<file path="src/rtl/tt_um_diego_uart_tx.sv">
// -----------------------------------------------------------------------------
// tt_um_diego_uart_tx
//
// Tiny Tapeout user tile: serial UART transmitter (8N1, LSB first).
// A byte presented on ui_in is accepted when uio_in[0] (valid) is high while
// the transmitter is ready. It is then shifted out on uo_out[0] as:
//   start bit (0), data bits 0..7, [even parity], stop bit (1).
// Every bit lasts DIV clock cycles. All outputs are registered.
//
// Optional feature macro: TT_UART_PARITY_EN
//   When defined, an even-parity bit (XOR of the 8 data bits) is sent between
//   the last data bit and the stop bit. When undefined, no parity logic exists.
//
// Parameters:
//   DIV      clock cycles per UART bit period (>= 2)
//
// Ports:
//   clk      tile clock, rising-edge active
//   rst_n    synchronous active-low reset
//   ena      tile enable (always 1 when powered; ignored)
//   ui_in    byte to transmit, sampled only at acceptance
//   uio_in   bit0 = valid (send request); bits 7:1 ignored
//   uo_out   bit0 = tx (idle high), bit1 = ready, bit2 = busy, bits 7:3 = 0
//   uio_out  constant 0
//   uio_oe   constant 0 (all IO pins are inputs)
// -----------------------------------------------------------------------------
module tt_um_diego_uart_tx #(
    parameter int DIV = 87
) (
    input  logic       clk,
    input  logic       rst_n,
    input  logic       ena,
    input  logic [7:0] ui_in,
    input  logic [7:0] uio_in,
    output logic [7:0] uo_out,
    output logic [7:0] uio_out,
    output logic [7:0] uio_oe
);

    localparam int CNT_W = $clog2(DIV);
    localparam logic [CNT_W-1:0] CNT_LAST = CNT_W'(DIV - 1);

    typedef enum logic [2:0] {
        IDLE   = 3'd0,
        START  = 3'd1,
        DATA   = 3'd2,
`ifdef TT_UART_PARITY_EN
        PARITY = 3'd3,
`endif
        STOP   = 3'd4
    } tx_state_e;

    tx_state_e        state_q, state_d;
    logic [CNT_W-1:0] cnt_q,   cnt_d;
    logic [2:0]       idx_q,   idx_d;
    logic [7:0]       shift_q, shift_d;
    logic             tx_q,    tx_d;
    logic             ready_q, ready_d;

    logic valid;
    logic wrap;

    assign valid = uio_in[0];
    assign wrap  = (cnt_q == CNT_LAST);

    // Deliberately unconnected tile inputs, gathered so they are visibly consumed.
    logic unused_inputs;
    assign unused_inputs = &{1'b0, ena, uio_in[7:1], 1'b0};

    // -------------------------------------------------------------------------
    // Next-state / next-output logic
    // -------------------------------------------------------------------------
    always_comb begin
        // NOTE: every signal gets a default before the case so no path leaves
        // it unassigned; otherwise synthesis would infer a latch.
        state_d = state_q;
        cnt_d   = cnt_q;
        idx_d   = idx_q;
        shift_d = shift_q;
        tx_d    = tx_q;
        ready_d = ready_q;

        unique case (state_q)
            IDLE: begin
                cnt_d = '0;
                idx_d = '0;
                if (ready_q && valid) begin
                    shift_d = ui_in;
                    tx_d    = 1'b0;          // start bit
                    ready_d = 1'b0;
                    state_d = START;
                end
            end

            START: begin
                if (wrap) begin
                    cnt_d   = '0;
                    idx_d   = '0;
                    tx_d    = shift_q[0];
                    state_d = DATA;
                end else begin
                    cnt_d = cnt_q + CNT_W'(1);
                end
            end

            DATA: begin
                if (wrap) begin
                    cnt_d = '0;
                    if (idx_q == 3'd7) begin
                        idx_d   = '0;
`ifdef TT_UART_PARITY_EN
                        tx_d    = ^shift_q;  // even parity over latched byte
                        state_d = PARITY;
`else
                        tx_d    = 1'b1;      // stop bit
                        state_d = STOP;
`endif
                    end else begin
                        // The shift register holds the latched byte unchanged;
                        // the bit index selects the next bit to drive.
                        idx_d = idx_q + 3'd1;
                        tx_d  = shift_q[idx_q + 3'd1];
                    end
                end else begin
                    cnt_d = cnt_q + CNT_W'(1);
                end
            end

`ifdef TT_UART_PARITY_EN
            PARITY: begin
                if (wrap) begin
                    cnt_d   = '0;
                    tx_d    = 1'b1;          // stop bit
                    state_d = STOP;
                end else begin
                    cnt_d = cnt_q + CNT_W'(1);
                end
            end
`endif

            STOP: begin
                if (wrap) begin
                    cnt_d   = '0;
                    tx_d    = 1'b1;
                    ready_d = 1'b1;
                    state_d = IDLE;
                end else begin
                    cnt_d = cnt_q + CNT_W'(1);
                end
            end

            default: begin
                state_d = IDLE;
                cnt_d   = '0;
                idx_d   = '0;
                tx_d    = 1'b1;
                ready_d = 1'b1;
            end
        endcase
    end

    // -------------------------------------------------------------------------
    // State register (synchronous active-low reset)
    // -------------------------------------------------------------------------
    // NOTE: sequential state uses non-blocking assignments so every register
    // samples the pre-edge values, independent of statement order.
    always_ff @(posedge clk) begin
        if (!rst_n) begin
            state_q <= IDLE;
            cnt_q   <= '0;
            idx_q   <= '0;
            shift_q <= '0;
            tx_q    <= 1'b1;
            ready_q <= 1'b1;
        end else begin
            state_q <= state_d;
            cnt_q   <= cnt_d;
            idx_q   <= idx_d;
            shift_q <= shift_d;
            tx_q    <= tx_d;
            ready_q <= ready_d;
        end
    end

    // busy is derived from the ready register only, so it is glitch-free and
    // has no path from the inputs.
    assign uo_out  = {5'b0, ~ready_q, ready_q, tx_q};
    assign uio_out = 8'h00;
    assign uio_oe  = 8'h00;

endmodule

</file>
<file path="config.mk">
export PLATFORM = sky130hd
export DESIGN_NAME = tt_um_diego_uart_tx
export DESIGN_NICKNAME = d
export VERILOG_FILES = /design/src/rtl/tt_um_diego_uart_tx.sv
export SDC_FILE = /design/constraint.sdc
export NUM_CORES = 1
export LEC_CHECK = 0
export ABC_AREA = 0
export ABC_CLOCK_PERIOD_IN_PS = 2700
export CORE_ASPECT_RATIO = 1.75
export CORE_MARGIN = 4
export CORE_UTILIZATION = 28
export CTS_BUF_LIST = sky130_fd_sc_hd__clkbuf_4
export CTS_CLUSTER_DIAMETER = 120
export CTS_CLUSTER_SIZE = 16
export DETAILED_ROUTE_END_ITERATION = 6
export PLACE_DENSITY = 0.62
export SETUP_SLACK_MARGIN = 0.3
export SYNTH_ARGS = -nofsm -noshare
export SYNTH_HDL_FRONTEND = slang
export SYNTH_SLANG_ARGS = --single-unit
export TNS_END_PERCENT = 20
</file>
<file path="constraint.sdc">
create_clock -name clk -period 2.7 [get_ports clk]
set_clock_uncertainty 0.2 [all_clocks]
set_input_delay 0.54 -clock clk [delete_from_list [all_inputs] [get_ports clk]]
set_output_delay 0.54 -clock clk [all_outputs]
set_load 0.01 [all_outputs]
</file>
==> results by group, run 1 <==
Drt
  • Via/cell ratio: 4.91
  • Residual DRC: 0
  • ANT nets after route: 0
  • Vias post-DR: 1095
  • 1st-pass router iterations: 4
  • Wire per inst: 12.3 um
  • Routed WL: 2740 um
  • Iteration-0 DRC Markers: 58

Global routing
  • First-pass GRT wire length: 4460 um
  • Largest net degree at the start of global routing: 16
  • Initial antenna violation count: 0
  • GRT Util Overall: 9.20%
  • Total gr overflow: 0
  • Number of global-route vias before repair: 1045

Clocking
  • Clock sink total: 23
  • CTS Hold Bufs: 0
  • Post_cts resized: 0
  • Num CTS Buffers: 3
  • CTS H-tree depth: 1
  • Clock transition at path regs: 0.13 ns
  • CTS tree: done
  • Post CTS Setup Buffer Count: 0
  • Clk_lat worst skew: 0.31 ns
  • CTS max path bufs: 2
  • CTS root buffer: clkbuf_4

Layout
  • Share of cells above drive strength 1: 4.73%
  • Multi-input gate area: 788 um^2
  • Layout area overhead: 6.18%
  • Reg area: 460 um^2
  • Antenna cell count: 0
  • Final #Nets: 193
  • Fill count: 524

Pwr
  • Peak ir drop on the vdd network: 272 uV
  • Register share of total power: 58.3%
  • Logic pwr share: 16.0%
  • Sw Share: 27.1%
  • Switch Pwr: 0.170 mW
  • Lkg Pwr: 0.623 nW
  • Clock power frac: 25.7%
  • Total power: 0.629 mW
  • Int Pwr: 0.459 mW
  • Power density over the cells: 418 nW/um^2

Placement
  • GPL Wtd Cong: 0.864
  • PortBufs: 13
  • Post-DP HPWL: 2160 um

Timing
  • Tmin final: 2.09 ns
  • Setup violators final: 0
  • Fin. max-slew vios: 0
  • Tcrit/Tclk final: 77.2%
  • Final-report hold violation count: 0
  • Fmax: 0.480 GHz
  • Worst Tran Pin Value: 0.501 ns
  • Total negative setup slack: 0 ns
  • RSZ-0062 raised after global routing: false
  • Worst slew margin: 66.6%

Worst setup path
  • CP arrival: 2.10 ns
  • Worst Setup End Kind: flop
  • R2r startpoint: idx_q[0]$_SDFFE_PN0P_
  • Worst reg2reg path endpoint: tx_q$_SDFFE_PN1P_
  • Reg2reg setup slack: 0.61 ns
  • Worst Setup Path Type: reg -> reg
  • Critical path required time: 2.71 ns
  • Critical path peak fanout: 4
  • Worst setup path startpoint: idx_q[0]$_SDFFE_PN0P_
  • Worst Reg-to-Reg Cells: 4
  • Critical path launch point type: flop

Yosys
  • Syn_area_per_cell: 8.80 um^2
  • Register area share after synthesis: 32.5%
  • Syn Inst Count: 161
  • Yosys reg bits: 23
  • Post-synthesis cell type count: 40
  • Yosys Warn Count: 0
  • Async SR Flop Fraction: 0%
  • Synth Cell Area: 1420 um^2
  • Top FF cell, synth: dfxtp_1
  • Post-synth EDFFs: 0

Floorplanning
  • Core ar.: 4930 um^2
  • DIE AREA: 6310 um^2
  • Ports: 43
  • Die Ht: 102 um
  • # rows: 34
  • Initial core utilization: 28.7%
  • Die Width: 61.8 um

Hold path
  • WHS Endpoint: cnt_q[0]$_SDFF_PP0_
  • Min-delay src: cnt_q[0]$_SDFF_PP0_
  • Hold Path Cell Cnt: 1
  • Hold crit path type: reg -> reg

Job
  • Max-cap violation count: 0

Outcome
  • Outcome: finished, final reports clean
==> Yosys cell counts (all sizes together) (2+ instances only) <==
master | count | share of area, %
mux2i | 10 | 7.1
inv | 6 | 1.6
xnor2 | 4 | 2.5
a211o | 4 | 2.5
and3 | 4 | 1.8
nand3 | 7 | 2.5
o21ai | 6 | 2.1
xor2 | 2 | 1.2
nand2b | 3 | 1.3
nand4 | 2 | 0.88
ha | 4 | 3.5
buf | 28 | 15
nand2 | 5 | 1.3
a211oi | 6 | 3.5
dfxtp | 23 | 33
a21oi | 7 | 2.5
clkbuf | 2 | 0.53
nor2 | 20 | 5.3
==> worst max-delay path, cell delays in order, from the launching register on <==
cell and delay, ns:
dfxtp_1 0.37, ha_1 0.41, mux4_2 0.52, a2111oi_1 0.40, nor4_1 0.09
==> layout by cell type, fill, tap and decap left out, types with 2 or more instances in the layout <==
cell type / instances
o21ai_1: 3
xnor2_1: 4
nand4_1: 2
and3_1: 4
nand3_1: 7
dfxtp_1: 23
clkbuf_4: 3
mux2i_1: 10
a211oi_1: 5
a211o_1: 4
nand2_1: 5
clkdlybuf4s50_1: 13
a21oi_1: 7
o21ai_0: 3
inv_1: 6
nor2_1: 20
ha_1: 4
nand2b_1: 3
conb_1: 21
xor2_1: 2
==> how the worst max path moves through the flow <==
stage / endpoint / slack, ns
floorplan: tx_q$_SDFFE_PN1P_ / 0.75
global placement: shift_q[3]$_SDFFE_PN0P_ / 0.35
detailed placement: shift_q[1]$_SDFFE_PN0P_ / 0.36
CTS: tx_q$_SDFFE_PN1P_ / 0.59
global route: tx_q$_SDFFE_PN1P_ / 0.54
finish: tx_q$_SDFFE_PN1P_ / 0.61
==> power by group through the flow <==
stage               Combinational (mW)  Sequential [mW]  Clock [mW]
floorplan                       0.0991            0.368           0
global placement                 0.101            0.374           0
detailed placement               0.101            0.375           0
CTS                              0.102            0.367       0.171
global route                     0.112            0.370       0.183
finish                           0.100            0.367       0.162
==> metal layers <==
layer | global-route usage [%] | vias to the layer above | wire length (um)
li1 | - | 539 | -
met3 | 0.632 | 9 | 132
met4 | 6.21 | 0 | 123
met1 | 9.37 | 513 | 1020
met2 | 16.8 | 34 | 1460
met5 | 0 | - | 0
==> state kept, by name, indices dropped and copies added (netlist names) <==
| name | flops |
|---|---|
| shift_q | 8 |
| cnt_q | 7 |
| idx_q | 3 |
| state_q | 3 |
| ready_q | 1 |
| tx_q | 1 |
==> final cells by class <==
| class | count | share of cell area [%] |
|---|---|---|
| clock buffer | 3 | 1.50 |
| clock inverter | 1 | 0.333 |
| inverter | 6 | 1.50 |
| multi-input combinational | 122 | 52.4 |
| sequential | 23 | 30.6 |
| tap | 54 | 4.49 |
| timing repair buffer | 14 | 9.15 |
==> through the flow <==
step                      area (um^2)  utilization (%)  setup slack (ns)  hold slack (ns)  instances
final                            1500             30.5             0.615            0.292        223
after global routing             1500             30.5             0.544            0.335        223
after CTS                        1500             30.5             0.589            0.296        223
after detailed placement         1480             29.9             0.355            0.266        219
after global placement           1480             29.9             0.350            0.248        219
after floorplan                  1490                -             0.753            0.226        181
==> cell families after synthesis <==
kind of cell	count (synthesis)	share of synthesized area, %
mux	11	8.66
other cells	1	0.265
simple gates	51	19.6
compound gates	29	14.6
flops	23	32.5
xor+xnor	6	3.71
fa+ha+maj	4	3.53
buf+inv	36	17.1
No activity file was read; power rests on OpenSTA's default activity.
==> run 2: changes to the inputs <==
Settings changed: ABC_CLOCK_PERIOD_IN_PS 2700 to 2000.
Clock period 2.7 ns to 2 ns, I/O delays scaled along.
==> run 2 against run 1 <==
Effect of this change:
- maximum frequency increased by 12%
- sequential cell count unchanged
- first-iteration DRC count decreased by 17%
- clock power increased by 37%
- wire length increased by 11%
==> results by group, run 2 (synthesis gave the netlist of run 1 again) <==
Placement
  • Post-DP HPWL: 2260 um
  • GPL Wtd Cong: 0.795
  • Setup slack at placement: -0.0664 ns
  • PortBufs: 13

Layout
  • Most frequent cells in the layout: conb_1 (21), nor2_1 (20), dfxtp_1 (18)
  • Share of cells above drive strength 1: 18.4%
  • Largest register FFs: 8
  • Most common cell after layout, fill and taps aside: conb_1
  • Largest Register: shift_q
  • Antenna cell count: 0
  • Layout area overhead: 18.0%
  • Final core utilization: 33.9%
  • Final #Nets: 203
  • Biggest regs: shift_q x8, cnt_q x7

Pwr
  • Register share of total power: 57.3%
  • Power density over the cells: 516 nW/um^2
  • Lkg Pwr: 0.691 nW
  • Clock power frac: 25.7%
  • Int Pwr: 0.623 mW
  • Switch Pwr: 0.240 mW
  • Logic pwr share: 17.0%
  • Sw Share: 27.8%
  • Peak ir drop on the vdd network: 268 uV

Drt
  • ANT nets after route: 0
  • Residual DRC: 0
  • Vias post-DR: 1154
  • Wire per inst: 13.0 um
  • Via/cell ratio: 4.95
  • Routed WL: 3040 um
  • Iteration-0 DRC Markers: 48
  • 1st-pass router iterations: 4

Global routing
  • Total gr overflow: 0
  • Met1 usage: 10.8%
  • First-pass GRT wire length: 4940 um
  • GRT Util Overall: 10.2%
  • Met2 usage: 17.9%
  • GR peak layer: met2
  • Initial antenna violation count: 0
  • Number of global-route vias before repair: 1115
  • Largest net degree at the start of global routing: 14
  • Met3 Use GR: 1.01%

Worst setup path
  • Worst Setup EP: tx_q$_SDFFE_PN1P_
  • Worst Setup Path Type: reg -> reg
  • Worst Reg-to-Reg Cells: 4
  • CP max stage delay: 0.53 ns
  • Slowest-stage cell, CP: mux4_2
  • Crit-path cells: ha_4 -> mux4_2 -> a2111oi_4 -> nor4_2
  • Critical path required time: 2.02 ns
  • Worst reg2reg path endpoint: tx_q$_SDFFE_PN1P_
  • CP Depth: 4
  • Critical path peak fanout: 3
  • CP Buf/Inv Count: 0
  • Reg2reg setup slack: 0.14 ns
  • Cell family with most CP delay: multiplexers
  • CP arrival: 1.89 ns
  • R2r startpoint: idx_q[0]$_SDFFE_PN0P_
  • Worst Setup End Kind: flop
  • Worst setup path startpoint: idx_q[0]$_SDFFE_PN0P_
  • Critical path launch point type: flop

Floorplanning
  • Die Width: 61.8 um
  • Ports: 43
  • DIE AREA: 6310 um^2
  • # rows: 34
  • Die Ht: 102 um
  • Initial core utilization: 28.7%
  • Core ar.: 4930 um^2

Timing
  • Tmin final: 1.86 ns
  • Final-report hold violation count: 0
  • RSZ-0062 raised after global routing: true
  • Setup violators final: 0
  • Fmax: 0.536 GHz
  • Fin. max-slew vios: 0
  • Tcrit/Tclk final: 93.2%
  • Final worst slack: 0.136 ns

Clocking
  • Num CTS Buffers: 3
  • Clk_lat worst skew: 0.32 ns
  • CTS max path bufs: 2
  • CTS tree: done
  • Clock sink total: 23
  • CTS root buffer: clkbuf_4
  • Clock transition at path regs: 0.13 ns
  • CTS H-tree depth: 1

Job
  • Max-cap violation count: 0

Hold path
  • Hold crit path type: reg -> reg
  • Hold Path Cell Cnt: 1

Outcome
  • Outcome: finished, final reports clean
run 2: what timing repair did:
item	in CTS	in global routing
buffers inserted	3	1
hold buffers	0	0
gates resized for setup	9	14
pin swaps	1	1
setup endpoints to repair	23	20
run 2: worst min-delay path by stage:
stage | start | endpoint | slack, ns
after floorplan | cnt_q[0]$_SDFF_PP0_ | cnt_q[0]$_SDFF_PP0_ | 0.23
after global routing | cnt_q[0]$_SDFF_PP0_ | cnt_q[0]$_SDFF_PP0_ | 0.26
after CTS | cnt_q[0]$_SDFF_PP0_ | cnt_q[0]$_SDFF_PP0_ | 0.29
after global placement | cnt_q[0]$_SDFF_PP0_ | cnt_q[0]$_SDFF_PP0_ | 0.25
after detailed placement | cnt_q[0]$_SDFF_PP0_ | cnt_q[0]$_SDFF_PP0_ | 0.26
final | cnt_q[0]$_SDFF_PP0_ | cnt_q[0]$_SDFF_PP0_ | 0.24
run 2: area by class of cell:
type,instances,area [um^2]
Multi-Input combinational cell,122,873
Clock inverter,1,5.00
Fill cell,524,3260
Inverter,6,22.5
Timing Repair Buffer,24,209
Clock buffer,3,22.5
Tap cell,54,67.6
Sequential cell,23,472
run 2: routing by layer:
metal  share of wire [%]  vias to the layer above
met5                   0                        -
met4                 4.7                        0
met3                 4.8                       12
met2                  54                       47
met1                  37                      535
li1                    -                      560
run 2: through the flow:
stage                     total power [mW]  cell area (um^2)  setup TNS [ns]  cells  hold slack, ns
after global placement               0.650              1540          -0.442    225           0.246
after CTS                            0.864              1620               0    232           0.291
after global routing                 0.907              1670               0    233           0.263
after floorplan                      0.631              1510               0    181           0.226
after detailed placement             0.650              1540          -0.492    225           0.260
final                                0.862              1670               0    233           0.242
run 2: power by group through the flow:
stage	clock [mW]	sequential (mW)	combinational [mW]
2_1_floorplan	0	0.497	0.134
3_3_place_gp	0	0.506	0.144
3_5_place_dp	0	0.505	0.145
4_1_cts	0.229	0.494	0.142
5_1_grt	0.244	0.498	0.165
6_report	0.222	0.494	0.146
